--- config.mk ---
export PLATFORM = sky130hd
export DESIGN_NAME = serial_sub_clk
export DESIGN_NICKNAME = d
export VERILOG_FILES = /design/src/rtl/serial_sub_clk.sv
export SDC_FILE = /design/constraint.sdc
export NUM_CORES = 1
export LEC_CHECK = 0
export BUFFER_PORTS_ARGS = -buffer_cell sky130_fd_sc_hd__buf_2
export CAP_MARGIN = 10
export CORE_MARGIN = 8
export CORE_UTILIZATION = 50
export CTS_BUF_LIST = sky130_fd_sc_hd__clkbuf_16
export DETAILED_ROUTE_END_ITERATION = 12
export GPL_ROUTABILITY_DRIVEN = 0
export PLACE_DENSITY = 0.76
export SETUP_SLACK_MARGIN = 0.5
export SLEW_MARGIN = 20
export SYNTH_ARGS = -nofsm -noshare
export SYNTH_HDL_FRONTEND = slang
export SYNTH_SLANG_ARGS = --single-unit
--- constraint.sdc ---
create_clock -name clock -period 2 [get_ports clock]
set_clock_uncertainty 0.2 [all_clocks]
set_input_delay 0.4 -clock clock [delete_from_list [all_inputs] [get_ports clock]]
set_output_delay 0.4 -clock clock [all_outputs]
set_load 0.05 [all_outputs]
--- src/rtl/serial_sub_clk.sv ---
// serial_sub_clk -- digit-serial subtractor with borrow-in: d = a - b - bi (mod 2^WIDTH).
// Latency: N = WIDTH/DIGIT cycles from the accepted start edge to done/d valid.
// Backpressure: start is sampled only while idle; start during busy is dropped.
//
// Ports:
//   clock    in   rising-edge clock
//   reset_n  in   asynchronous active-low reset
//   start    in   request, sampled only in IDLE
//   a, b     in   WIDTH-bit minuend / subtrahend, captured on the accepted start edge
//   bi       in   borrow-in, captured on the accepted start edge
//   d        out  registered difference, updated only on completion
//   bo       out  registered borrow-out (1 when a < b + bi, unsigned)
//   ov       out  signed-overflow flag
//   busy     out  high while a subtraction is in progress
//   done     out  one-cycle completion pulse
//
// Optional feature macro: SERIAL_SUB_OVF_EN
//   defined   : ov is registered at completion from the captured operand sign
//               bits and the result sign bit (borrow-in plays no part).
//   undefined : ov is a constant 0 and no sign-capture flops exist.
//
// WIDTH must be a multiple of DIGIT.

module serial_sub_clk #(
  parameter int WIDTH = 32,
  parameter int DIGIT = 4
) (
  input  logic             clock,
  input  logic             reset_n,
  input  logic             start,
  input  logic [WIDTH-1:0] a,
  input  logic [WIDTH-1:0] b,
  input  logic             bi,
  output logic [WIDTH-1:0] d,
  output logic             bo,
  output logic             ov,
  output logic             busy,
  output logic             done
);

  localparam int N  = WIDTH / DIGIT;
  // Counter only has to reach N-1; keep at least one bit for N == 1.
  localparam int CW = (N > 1) ? $clog2(N) : 1;
  localparam logic [CW-1:0] LAST_CNT = CW'(N - 1);

  typedef enum logic {
    IDLE = 1'b0,
    RUN  = 1'b1
  } state_e;

  state_e           state_q;
  logic [WIDTH-1:0] a_sh_q;
  logic [WIDTH-1:0] b_sh_q;
  logic [WIDTH-1:0] acc_q;
  logic             borrow_q;
  logic [CW-1:0]    cnt_q;
  logic [WIDTH-1:0] d_q;
  logic             bo_q;
  logic             busy_q;
  logic             done_q;

  // ---------------------------------------------------------------------------
  // One digit of the subtraction.  Both digits are zero-extended by one bit so
  // that a negative digit result wraps and sets the extra top bit, which is
  // exactly the borrow into the next digit.
  // ---------------------------------------------------------------------------
  logic [DIGIT:0]   dig_diff;
  logic [DIGIT-1:0] digit_d;
  logic             borrow_d;
  logic [WIDTH-1:0] acc_d;

  always_comb begin
    dig_diff = {1'b0, a_sh_q[DIGIT-1:0]}
             - {1'b0, b_sh_q[DIGIT-1:0]}
             - {{DIGIT{1'b0}}, borrow_q};
    digit_d  = dig_diff[DIGIT-1:0];
    borrow_d = dig_diff[DIGIT];
  end

  // The accumulator fills from the MSB side: after N shifts the first digit
  // computed (least significant) has walked down to bit 0.
  generate
    if (N > 1) begin : g_acc_shift
      always_comb acc_d = {digit_d, acc_q[WIDTH-1:DIGIT]};
    end else begin : g_acc_single
      always_comb acc_d = digit_d;
    end
  endgenerate

`ifdef SERIAL_SUB_OVF_EN
  logic a_sgn_q;
  logic b_sgn_q;
  logic ov_q;
`endif

  // ---------------------------------------------------------------------------
  // Control FSM and datapath registers.  The visible result registers (d, bo,
  // ov) are written only on the completion edge, so partial sums in acc_q
  // never reach the outputs.
  // ---------------------------------------------------------------------------
  always_ff @(posedge clock or negedge reset_n) begin
    if (!reset_n) begin
      state_q  <= IDLE;
      a_sh_q   <= '0;
      b_sh_q   <= '0;
      acc_q    <= '0;
      borrow_q <= 1'b0;
      cnt_q    <= '0;
      d_q      <= '0;
      bo_q     <= 1'b0;
      busy_q   <= 1'b0;
      done_q   <= 1'b0;
`ifdef SERIAL_SUB_OVF_EN
      a_sgn_q  <= 1'b0;
      b_sgn_q  <= 1'b0;
      ov_q     <= 1'b0;
`endif
    end else begin
      // done is a single-cycle pulse; only the completion branch re-asserts it.
      done_q <= 1'b0;

      case (state_q)
        IDLE: begin
          if (start) begin
            a_sh_q   <= a;
            b_sh_q   <= b;
            borrow_q <= bi;
            cnt_q    <= '0;
            busy_q   <= 1'b1;
            state_q  <= RUN;
`ifdef SERIAL_SUB_OVF_EN
            // Sign bits are shifted out of a_sh_q/b_sh_q during RUN, so keep
            // copies for the overflow decision at completion.
            a_sgn_q  <= a[WIDTH-1];
            b_sgn_q  <= b[WIDTH-1];
`endif
          end
        end

        RUN: begin
          a_sh_q   <= a_sh_q >> DIGIT;
          b_sh_q   <= b_sh_q >> DIGIT;
          acc_q    <= acc_d;
          borrow_q <= borrow_d;
          cnt_q    <= cnt_q + CW'(1);

          if (cnt_q == LAST_CNT) begin
            d_q     <= acc_d;
            bo_q    <= borrow_d;
            busy_q  <= 1'b0;
            done_q  <= 1'b1;
            cnt_q   <= '0;
            state_q <= IDLE;
`ifdef SERIAL_SUB_OVF_EN
            // The final digit carries the result sign bit in its MSB.
            // Overflow: operands of different sign, result sign differs from a.
            ov_q    <= (a_sgn_q != b_sgn_q) && (digit_d[DIGIT-1] != a_sgn_q);
`endif
          end
        end

        default: begin
          state_q <= IDLE;
          busy_q  <= 1'b0;
        end
      endcase
    end
  end

  assign d    = d_q;
  assign bo   = bo_q;
  assign busy = busy_q;
  assign done = done_q;

`ifdef SERIAL_SUB_OVF_EN
  assign ov = ov_q;
`else
  assign ov = 1'b0;
`endif

endmodule

==> impl_metrics.csv <==
group,metric,value,unit
status,status,"finished, final reports clean",
logic_synthesis,ys_seq_area_share,57.6,%
logic_synthesis,synthXorXnorAreaFrac,0.153,%
global_route,grt_max_degree,90,
power_and_ir_drop,p_per_area,1740,nW/um2
timing,setup_viol,0,
critical_path,worstPathArrival,2.11,ns
detailed_routing,dr_total_vias,4031,
logic_synthesis,ys_types,29,
timing,period_share,99.0,%
final_layout,fillers,818,
detailed_routing,wl_per_cell,17.8,um
logic_synthesis,synth_seq_cells,132,
placement,dp_hpwl,7900,um
global_route,antenna_found_initial,1,
final_layout,post-route-util,69.5,%
power_and_ir_drop,p_total,13.7,mW
timing,rsz0062_at_grt,"yes",
logic_synthesis,synth_top_family_by_area,"multiplexers",
floorplan,ios,104,
power_and_ir_drop,p_leak,3.91,nW
clock_tree,h-tree-depth,4,
clock_tree,cts.clk_slew.worst_paths,0.06,ns
detailed_routing,final_antenna_net_count,0,
final_layout,nets,697,
clock_tree,clockRootBuffer,"clkbuf_16",
critical_path,rr_worst_depth,7,
run,drv_cap,0,
min_path,hold_path.class,"primary input to register",
clock_tree,cts_max_path_buffers,2,
logic_synthesis,yosys.area_share.simple,6.09,%
logic_synthesis,syn_inst,460,
logic_synthesis,synth_compound_area_share,6.53,%
global_route,track_usage,18.0,%
detailed_routing,route.detailed.drc,0,
critical_path,required,2.14,ns
critical_path,path_max_fanout,2,
critical_path,critPathKind,"register to register",
floorplan,die_width,123,um
critical_path,cp_cell_sequence,"inv_2 > fa_2 > inv_2 > fa_2 > a21boi_4 > or3_4 > a31oi_4",
logic_synthesis,syn_area_per_cell,12.5,um2
floorplan,start_util,50.6,%
final_layout,antenna_cells,0,
power_and_ir_drop,peakVddDrop,1.37,mV
logic_synthesis,synth_nets,536,
logic_synthesis,yosys_warnings,0,
final_layout,register_area,3310,um2
clock_tree,cts_tree,"built",
placement,io_buffers,102,
logic_synthesis,synth_mux_area_share,23.6,%
timing,setup_tns,0,ns
critical_path,startpoint_type,"register",
timing,slew_viol_final,0,
timing,hold_violations,0,
logic_synthesis,synthAdderAreaFrac,2.01,%
timing,layout_min_cycle_time,1.98,ns
final_layout,multiInputGateArea,2430,um2
timing,clock.fmax,505,MHz
global_route,globalRouteOverflowTotal,0,
global_route,grt_pass1_wl,21000,um
critical_path,critPathSlowestCell,"fa_2",
final_layout,synthToLayoutAreaGrowth,37.2,%
floorplan,die_h,123,um
clock_tree,clock_sinks,132,
critical_path,slowest_delay,0.40,ns
detailed_routing,drt-pass1-iter-count,4,
final_layout,drive_gt1_share,42.5,%
min_path,hold_depth,3,
logic_synthesis,syn-cell-area,5730,um2
detailed_routing,routed_wl,13700,um
clock_tree,clock_latency,0.41,ns
floorplan,std_cell_rows,39,
clock_tree,numCtsBuffers,17,
critical_path,crit_path_end_kind,"register",
global_route,grt_pass1_vias,4235,
floorplan,core_area,11300,um2
floorplan,die_area,15100,um2
detailed_routing,via_per_inst,5.21,
detailed_routing,drt-initial-drc-count,246,
layout by cell type (no fill, tap or decap), types with 19 or more instances in the layout:
cell type,n
mux2i_1,64
mux2_2,26
buf_6,37
o21ai_0,57
clkbuf_16,19
buf_2,65
buf_4,51
mux2_4,29
dfrtp_1,131
nand2_1,67
synth_stat cells (all sizes together):
| master | n | area [um2] |
|---|---|---|
| dfrtp | 132 | 3300 |
| nand2 | 69 | 267 |
| mux2i | 64 | 641 |
| o21ai | 61 | 305 |
| mux2 | 55 | 709 |
| buf | 23 | 156 |
| inv | 13 | 48.8 |
| nor2 | 11 | 41.3 |
| clkbuf | 6 | 22.5 |
| ha | 6 | 75.1 |
| a211o | 2 | 17.5 |
| a31oi | 2 | 12.5 |
| fa | 2 | 40.0 |
| nand3 | 2 | 10.0 |
| nand4 | 2 | 12.5 |
| o22ai | 2 | 12.5 |
| a21boi | 1 | 7.51 |
| a22o | 1 | 8.76 |
| conb | 1 | 3.75 |
| nand2b | 1 | 6.26 |
| nor2b | 1 | 6.26 |
| o211a | 1 | 10.0 |
| or3 | 1 | 6.26 |
| xnor2 | 1 | 8.76 |
worst paths after layout:
kind / from / to / slack, ns
setup reg to reg: borrow_q / bo / 0.02
setup / recovery: borrow_q / bo / 0.02
min in group asynchronous: reset_n / d[23] / 0.27
max in group asynchronous: reset_n / a_sh_q[10] / 0.76
hold / removal: b[31] / b_sh_q[31] / 0.03
hold reg to reg: b_sh_q[13] / b_sh_q[9] / 0.28
kinds of logic (layout without fill, tap and decap cells):
family | count (synthesis) | after routing
flip-flops | 132 | 132
multiplexers | 119 | 119
buffers and inverters | 42 | 208
other | 1 | 1
XOR/XNOR | 1 | 1
adder cells (fa/ha/maj) | 8 | 8
AND/OR/NAND/NOR | 87 | 92
AO/OA/AOI/OAI | 70 | 70
what timing repair did:
action                                  4_1_cts  5_1_grt
gates cloned                                  5        2
pin swaps                                     5        4
endpoints found under the hold margin        37        0
endpoints found under the setup margin       73      166
hold buffers                                  1        0
resized for setup                            79       18
buffers inserted                             34       18
per-layer routing:
layer	up-vias	global-route usage, %	part of all wire (%)
met5	-	0	0.058
met4	2	8.20	2.0
met3	24	5.48	5.2
met2	100	30.1	51
met1	1993	21.0	42
li1	1912	-	-
metrics by stage:
stage          hold slack, ns  setup WS (ns)  area (um2)  instances
2_1_floorplan         -0.0956          0.226        5780        460
3_3_place_gp            0.137          0.180        6440        685
3_5_place_dp            0.141         0.0552        6440        685
4_1_cts                0.0141         0.0963        7570        754
5_1_grt                0.0387        -0.0200        7860        774
6_report               0.0279         0.0202        7860        774
critical path: cells and delay by family (launching register included):
family	cells	cell delay, ns
simple gates	1	0.36
fa+ha+maj	2	0.63
buf+inv	2	0.12
compound gates	2	0.26
flops	1	0.33
flip-flops by register name, summed over array words and instances, names as in the netlist:
signal    count
borrow_q      1
acc_q        28
b_sh_q       32
busy          1
d            32
state_q       1
done          1
cnt_q         3
a_sh_q       32
bo            1
where the power goes:
part	total [mW]	switching, mW	internal [mW]
logic	6.31	3.20	3.11
clock network	2.70	1.06	1.64
registers	4.66	0.800	3.86
final cells by class:
class	instances	share of cell area (%)
Clock inverter	12	0.971
Timing Repair Buffer	166	17.8
Multi-Input combinational cell	291	30.9
Sequential cell	132	42.1
Inverter	13	0.621
Clock buffer	17	5.41
Tap cell	143	2.28
No activity file was read; power rests on OpenSTA's default activity.
